===== config.mk =====
export PLATFORM = sky130hd
export DESIGN_NAME = addnu_loa_pipe
export DESIGN_NICKNAME = d
export VERILOG_FILES = /design/src/rtl/addnu_loa_pipe.sv
export SDC_FILE = /design/constraint.sdc
export NUM_CORES = 1
export LEC_CHECK = 0
export ABC_AREA = 1
export CAP_MARGIN = 20
export CELL_PAD_IN_SITES_DETAIL_PLACEMENT = 0
export CELL_PAD_IN_SITES_GLOBAL_PLACEMENT = 1
export CORE_ASPECT_RATIO = 1.1
export CORE_MARGIN = 10
export CORE_UTILIZATION = 48
export CTS_CLUSTER_DIAMETER = 80
export DETAILED_ROUTE_END_ITERATION = 10
export DONT_BUFFER_PORTS = 1
export PLACE_DENSITY_LB_ADDON = 0.1
export RECOVER_POWER = 50
export SYNTH_ARGS = -nofsm -noshare
export SYNTH_HDL_FRONTEND = slang
export SYNTH_SLANG_ARGS = --single-unit

===== constraint.sdc =====
create_clock -name clk -period 2.24 [get_ports clk]
set_input_delay 0.224 -clock clk [delete_from_list [all_inputs] [get_ports clk]]
set_output_delay 0.224 -clock clk [all_outputs]
set_load 0.05 [all_outputs]

===== src/rtl/addnu_loa_pipe.sv =====
// -----------------------------------------------------------------------------
// addnu_loa_pipe
//   Parametrised unsigned approximate adder with a lower-part-OR (LOA) low
//   section and a carry chain split across STAGES registered segments.
//   Each transaction carries its own mode bit. An exact reference sum is
//   computed in the same pipeline, so every result is flagged when the
//   approximation changed it. A saturating counter tallies those results.
//
//   Parameters
//     WIDTH        operand width (>= 2)
//     APPROX_BITS  low bits approximated in approx mode (0..WIDTH)
//     STAGES       pipeline depth and latency (1..WIDTH)
//     CNT_W        width of err_cnt
//
//   Ports
//     clk        rising-edge clock
//     rst_n      asynchronous active-low reset
//     in_valid   operands valid
//     in_ready   block accepts operands this cycle
//     in_a/in_b  operands, WIDTH bits
//     in_approx  1 = approximate, 0 = exact; travels with the operands
//     out_valid  result valid
//     out_ready  downstream accepts the result
//     out_sum    WIDTH+1 bit result, MSB is the carry out
//     out_diff   out_sum differs from the exact A+B of this transaction
//     err_cnt    saturating count of accepted results with out_diff = 1
//     cnt_clr    synchronous clear of err_cnt, wins over an increment
// -----------------------------------------------------------------------------
module addnu_loa_pipe #(
   parameter int WIDTH       = 8,
   parameter int APPROX_BITS = 3,
   parameter int STAGES      = 2,
   parameter int CNT_W       = 16
) (
   input  logic             clk,
   input  logic             rst_n,
   input  logic             in_valid,
   output logic             in_ready,
   input  logic [WIDTH-1:0] in_a,
   input  logic [WIDTH-1:0] in_b,
   input  logic             in_approx,
   output logic             out_valid,
   input  logic             out_ready,
   output logic [WIDTH:0]   out_sum,
   output logic             out_diff,
   output logic [CNT_W-1:0] err_cnt,
   input  logic             cnt_clr
);

   // Segment width rounds up; trailing segments may be short or even empty
   // (an empty segment just forwards its carry and still costs one cycle).
   localparam int SEG  = (WIDTH + STAGES - 1) / STAGES;
   localparam int LAST = STAGES - 1;

   // Whole pipe moves together: a stalled output freezes every stage, so no
   // bubble is ever squeezed out and in_ready drops even with empty stages.
   logic advance;

   logic             v_reg    [STAGES];
   logic             mode_reg [STAGES];
   logic [WIDTH-1:0] a_reg    [STAGES];
   logic [WIDTH-1:0] b_reg    [STAGES];
   logic [WIDTH-1:0] res_reg  [STAGES];   // result bits produced so far
   logic [WIDTH-1:0] ref_reg  [STAGES];   // exact reference bits so far
   logic             cr_reg   [STAGES];   // result carry out of the segment
   logic             ce_reg   [STAGES];   // reference carry out of the segment

   assign advance  = !out_valid || out_ready;
   assign in_ready = advance;

   generate
      for (genvar gi = 0; gi < STAGES; gi++) begin : g_stage
         localparam int LO = (gi * SEG < WIDTH) ? gi * SEG : WIDTH;
         localparam int HI = ((gi + 1) * SEG < WIDTH) ? (gi + 1) * SEG : WIDTH;

         logic             src_v;
         logic             src_mode;
         logic [WIDTH-1:0] src_a;
         logic [WIDTH-1:0] src_b;
         logic [WIDTH-1:0] src_res;
         logic [WIDTH-1:0] src_ref;
         logic             src_cr;
         logic             src_ce;

         logic [WIDTH-1:0] res_next;
         logic [WIDTH-1:0] ref_next;
         logic             cr_next;
         logic             ce_next;

         if (gi == 0) begin : g_src_in
            assign src_v    = in_valid;
            assign src_mode = in_approx;
            assign src_a    = in_a;
            assign src_b    = in_b;
            assign src_res  = '0;
            assign src_ref  = '0;
            assign src_cr   = 1'b0;
            assign src_ce   = 1'b0;
         end else begin : g_src_prev
            assign src_v    = v_reg[gi-1];
            assign src_mode = mode_reg[gi-1];
            assign src_a    = a_reg[gi-1];
            assign src_b    = b_reg[gi-1];
            assign src_res  = res_reg[gi-1];
            assign src_ref  = ref_reg[gi-1];
            assign src_cr   = cr_reg[gi-1];
            assign src_ce   = ce_reg[gi-1];
         end

         // Ripple through this segment's bit slice. Below APPROX_BITS in
         // approx mode each bit is a plain OR; the only carry leaving the
         // low part is the AND of its top bit pair, injected at bit K.
         always_comb begin
            res_next = src_res;
            ref_next = src_ref;
            cr_next  = src_cr;
            ce_next  = src_ce;
            for (int i = 0; i < WIDTH; i++) begin
               if (i >= LO && i < HI) begin
                  ref_next[i] = src_a[i] ^ src_b[i] ^ ce_next;
                  ce_next     = (src_a[i] & src_b[i]) | (ce_next & (src_a[i] ^ src_b[i]));
                  if (src_mode && i < APPROX_BITS) begin
                     res_next[i] = src_a[i] | src_b[i];
                     cr_next     = (i == APPROX_BITS - 1) ? (src_a[i] & src_b[i]) : 1'b0;
                  end else begin
                     res_next[i] = src_a[i] ^ src_b[i] ^ cr_next;
                     cr_next     = (src_a[i] & src_b[i]) | (cr_next & (src_a[i] ^ src_b[i]));
                  end
               end
            end
         end

         always_ff @(posedge clk or negedge rst_n) begin
            if (!rst_n) begin
               v_reg[gi]    <= 1'b0;
               mode_reg[gi] <= 1'b0;
               a_reg[gi]    <= '0;
               b_reg[gi]    <= '0;
               res_reg[gi]  <= '0;
               ref_reg[gi]  <= '0;
               cr_reg[gi]   <= 1'b0;
               ce_reg[gi]   <= 1'b0;
            end else if (advance) begin
               v_reg[gi]    <= src_v;
               mode_reg[gi] <= src_mode;
               a_reg[gi]    <= src_a;
               b_reg[gi]    <= src_b;
               res_reg[gi]  <= res_next;
               ref_reg[gi]  <= ref_next;
               cr_reg[gi]   <= cr_next;
               ce_reg[gi]   <= ce_next;
            end
         end
      end
   endgenerate

   assign out_valid = v_reg[LAST];
   assign out_sum   = {cr_reg[LAST], res_reg[LAST]};
   // Exact-mode results equal the reference by construction; the mode gate
   // keeps the flag quiet regardless.
   assign out_diff  = mode_reg[LAST] &&
                      ({cr_reg[LAST], res_reg[LAST]} != {ce_reg[LAST], ref_reg[LAST]});

   always_ff @(posedge clk or negedge rst_n) begin
      if (!rst_n) begin
         err_cnt <= '0;
      end else if (cnt_clr) begin
         err_cnt <= '0;
      end else if (out_valid && out_ready && out_diff && (err_cnt != {CNT_W{1'b1}})) begin
         err_cnt <= err_cnt + 1'b1;
      end
   end

endmodule


==> out/qor.tcl <==
set qor(rows) 30
set qor(place.gp.congestion) 0.867
set qor(syn_nets) 395
set qor(placed_cell_area_mm2) 0.00337
set qor(synth_largest_type_area_fraction) 0.454
set qor(synth_commonest_cells) {80 x sky130_fd_sc_hd__nand2_1, 56 x sky130_fd_sc_hd__dfrtp_1, 43 x sky130_fd_sc_hd__inv_1, 43 x sky130_fd_sc_hd__nor2_1, 22 x sky130_fd_sc_hd__nand3_1}
set qor(first_iter_violations) 97
set qor(cp-end-kind) {flip-flop}
set qor(synth_top_flop_cell) {sky130_fd_sc_hd__dfrtp_1}
set qor(grt_util_all_layers) 0.138
set qor(placement.setup.worst_slack_ns) 0.0490
set qor(yosysSeqAreaShare) 0.454
set qor(drt.antenna.violating_nets) 0
set qor(hold-path-cell-count) 2
set qor(n_antenna_cell) 0
set qor(largest_net_degree_at_the_start_of_global_routing) 57
set qor(fin_area_mm2) 0.00347
set qor(initial_core_util) 0.496
set qor(drc) 0
set qor(timing.critical_path.arrival_ns) 2.39
set qor(min_to) {g_stage[1].src_b[7]}
set qor(max_capacitance_violation_count) 0
set qor(chipWidth_um) 96.5
set qor(hold_class) {in2reg}
set qor(regToRegSetupSlack_ns) 0.09
set qor(synthTopCellsByArea) {sky130_fd_sc_hd__dfrtp_1 45%, sky130_fd_sc_hd__nand2_1 9.7%, sky130_fd_sc_hd__fa_1 9.1%}
set qor(cp-start-kind) {flip-flop}
set qor(cts_tree) {built}
set qor(reg2reg_to) {ref_reg[7]}
set qor(count_of_flip_flops_with_a_built_in_enable_after_synthesis) 0
set qor(grt_remaining_overflow) 0
set qor(nets) 423
set qor(cts_buffer_depth) 2
set qor(path_class) {reg2reg}
set qor(vias_in_the_first_global_route) 2279
set qor(port_buffers) 0
set qor(path_max_fanout) 2
set qor(clock_sinks) 56
set qor(slew-limit-headroom) 0.0684
set qor(synthToLayoutAreaGrowth_pct) 12.4
set qor(die_h_um) 104
set qor(clock-skew-final_ns) 0.00416
set qor(share_of_synthesized_registers_carrying_an_async_set_or_reset) 1.00
set qor(final_power_w) 0.00288
set qor(pin_count) 50
set qor(fillCellCount) 608
set qor(slew_at_the_pin_with_the_worst_max_slew_slack_ns) 1.40
set qor(worstReg2RegStart) {g_stage[1].src_ce}
set qor(final_layout_size_suffix_gt1_frac) 0.147
set qor(leading_cell_type_by_number_of_instances_after_synthesis) {sky130_fd_sc_hd__nand2_1}
set qor(finalSetupViolations) 0
set qor(worst_skew_pair_latency_ns) 0.31
set qor(rsz_0062_raised_after_global_routing) {false}
set qor(syn-cell-area_mm2) 0.00309
set qor(synth_warnings) 0
set qor(worst-endpoint-required_ns) 2.48
set qor(synthDominantAreaCellType) {sky130_fd_sc_hd__dfrtp_1}
set qor(setup_ws_ns) 0.0944
set qor(cts.reportedPaths.clkPinSlew_ns) 0.10
set qor(number_of_register_bits_inferred_by_synthesis) 56
set qor(final_core_util) 0.557
set qor(layout_min_cycle_time_ns) 2.15
set qor(post-cts-setup-buffer-count) 0
set qor(powerDensity_mw_per_mm2) 830
set qor(peakVddDrop_mv) 0.498
set qor(global_route_wire_length_before_repair_um) 11200
set qor(final.setup.tns_ns) 0
set qor(core_region_area_mm2) 0.00623
set qor(first_pass_iters) 4
set qor(final_hold_violation_count) 0
set qor(synth_cell_type_count) 27
set qor(antenna_found_initial) 0
set qor(vias_per_cell) 4.97
set qor(synthesis.area_per_instance_um2) 8.75
set qor(num_vias) 2294
set qor(root_buffer_master) {sky130_fd_sc_hd__clkbuf_8}
set qor(maxSlewViolCount) 0
set qor(timing.final.crit_share) 0.958
set qor(achievable-frequency_mhz) 466
set qor(post_drt_wl_per_cell_um) 14.2
set qor(syn_inst) 353
set qor(leakage_nw) 1.67
set qor(tritoncts.num_buffers) 5
set qor(die_area_mm2) 0.0100
set qor(finalWirelength_um) 6550
set qor(worst_reg_to_reg_path_cell_count) 8
set qor(worst_hold_startpoint) {in_b[7]}
set qor(cts_max_level) 2
set qor(dpl.hpwl_um) 4860
set qor(largest_register_ffs) 16
set qor(outcome) {finished clean}
-- layout by cell type (no fill, tap or decap), types with 2 or more instances in the layout --
| master | n |
|---|---|
| sky130_fd_sc_hd__nand2_1 | 80 |
| sky130_fd_sc_hd__nand3_2 | 2 |
| sky130_fd_sc_hd__o211ai_1 | 2 |
| sky130_fd_sc_hd__mux2_2 | 9 |
| sky130_fd_sc_hd__o21ai_0 | 20 |
| sky130_fd_sc_hd__inv_2 | 2 |
| sky130_fd_sc_hd__nand4_1 | 3 |
| sky130_fd_sc_hd__dfrtp_1 | 56 |
| sky130_fd_sc_hd__ha_1 | 6 |
| sky130_fd_sc_hd__clkbuf_1 | 6 |
| sky130_fd_sc_hd__clkbuf_8 | 6 |
| sky130_fd_sc_hd__nor2_1 | 43 |
| sky130_fd_sc_hd__buf_4 | 23 |
| sky130_fd_sc_hd__a21oi_2 | 2 |
| sky130_fd_sc_hd__nand3_1 | 22 |
| sky130_fd_sc_hd__xnor2_1 | 7 |
| sky130_fd_sc_hd__nor2_2 | 3 |
| sky130_fd_sc_hd__fa_2 | 2 |
| sky130_fd_sc_hd__fa_1 | 12 |
| sky130_fd_sc_hd__a31oi_1 | 2 |
| sky130_fd_sc_hd__a21oi_1 | 15 |
| sky130_fd_sc_hd__nor3_1 | 2 |
| sky130_fd_sc_hd__inv_1 | 41 |
| sky130_fd_sc_hd__xor2_1 | 6 |
-- layer usage --
layer | vias to the layer above | global-route usage | part of all wire
met5 | - | 0 | 0
met2 | 40 | 0.227 | 0.52
li1 | 1155 | - | -
met1 | 1089 | 0.167 | 0.40
met4 | 0 | 0.0437 | 0.018
met3 | 10 | 0.0397 | 0.060
-- worst max path at each step --
stage / start / end
floorplan: out_sum[0] / err_cnt[14]
global placement: g_stage[1].src_a[4] / ref_reg[7]
detailed placement: g_stage[1].src_a[4] / ref_reg[7]
CTS: g_stage[1].src_a[4] / ref_reg[7]
global route: err_cnt[1] / err_cnt[9]
finish: g_stage[1].src_ce / ref_reg[7]
-- per-stage QoR --
stage | std cells | hold WS (ns)
after floorplan | 353 | -0.0716
after global placement | 452 | -0.0696
after detailed placement | 452 | -0.0695
after CTS | 462 | 0.0210
after global routing | 462 | 0.0371
final | 462 | 0.0332
-- critical path: stages (launching register included) --
cell                      delay (ns)
sky130_fd_sc_hd__dfrtp_1        0.40
sky130_fd_sc_hd__inv_1          0.09
sky130_fd_sc_hd__fa_2           0.20
sky130_fd_sc_hd__inv_1          0.05
sky130_fd_sc_hd__fa_1           0.37
sky130_fd_sc_hd__fa_1           0.37
sky130_fd_sc_hd__inv_1          0.07
sky130_fd_sc_hd__fa_1           0.41
sky130_fd_sc_hd__a21oi_2        0.13
-- logic make-up after synthesis --
| family | synth area share |
|---|---|
| xor gates and xnor gates | 0.0369 |
| muxes | 0.0328 |
| buffers and inverters | 0.0717 |
| adders and majority gates | 0.115 |
| AOI/OAI and AO/OA | 0.0705 |
| and+or+nand+nor | 0.220 |
| DFF | 0.454 |
-- where the power goes --
| group | switching, W | internal (W) | total, W |
|---|---|---|---|
| Sequential | 0.000122 | 0.00120 | 0.00132 |
| Clock | 0.000333 | 0.000254 | 0.000587 |
| Combinational | 0.000647 | 0.000328 | 0.000975 |
| Total | 0.00110 | 0.00178 | 0.00288 |
-- what timing repair did --
item,4_1_cts,5_1_grt
setup endpoints to repair,0,2
endpoints found under the hold margin,56,0
resized for setup,0,6
hold buffers,2,0
-- area by class of cell --
class | count | area [um^2] | share of cell area
clock buffer | 6 | 82.6 | 0.0238
clock inverter | 2 | 13.8 | 0.00396
inverter | 44 | 165 | 0.0476
multi-input combinational | 242 | 1480 | 0.426
sequential | 56 | 1400 | 0.404
tap | 80 | 100 | 0.0288
timing repair buffer | 32 | 230 | 0.0663
Power figures use the tool's default switching activity.
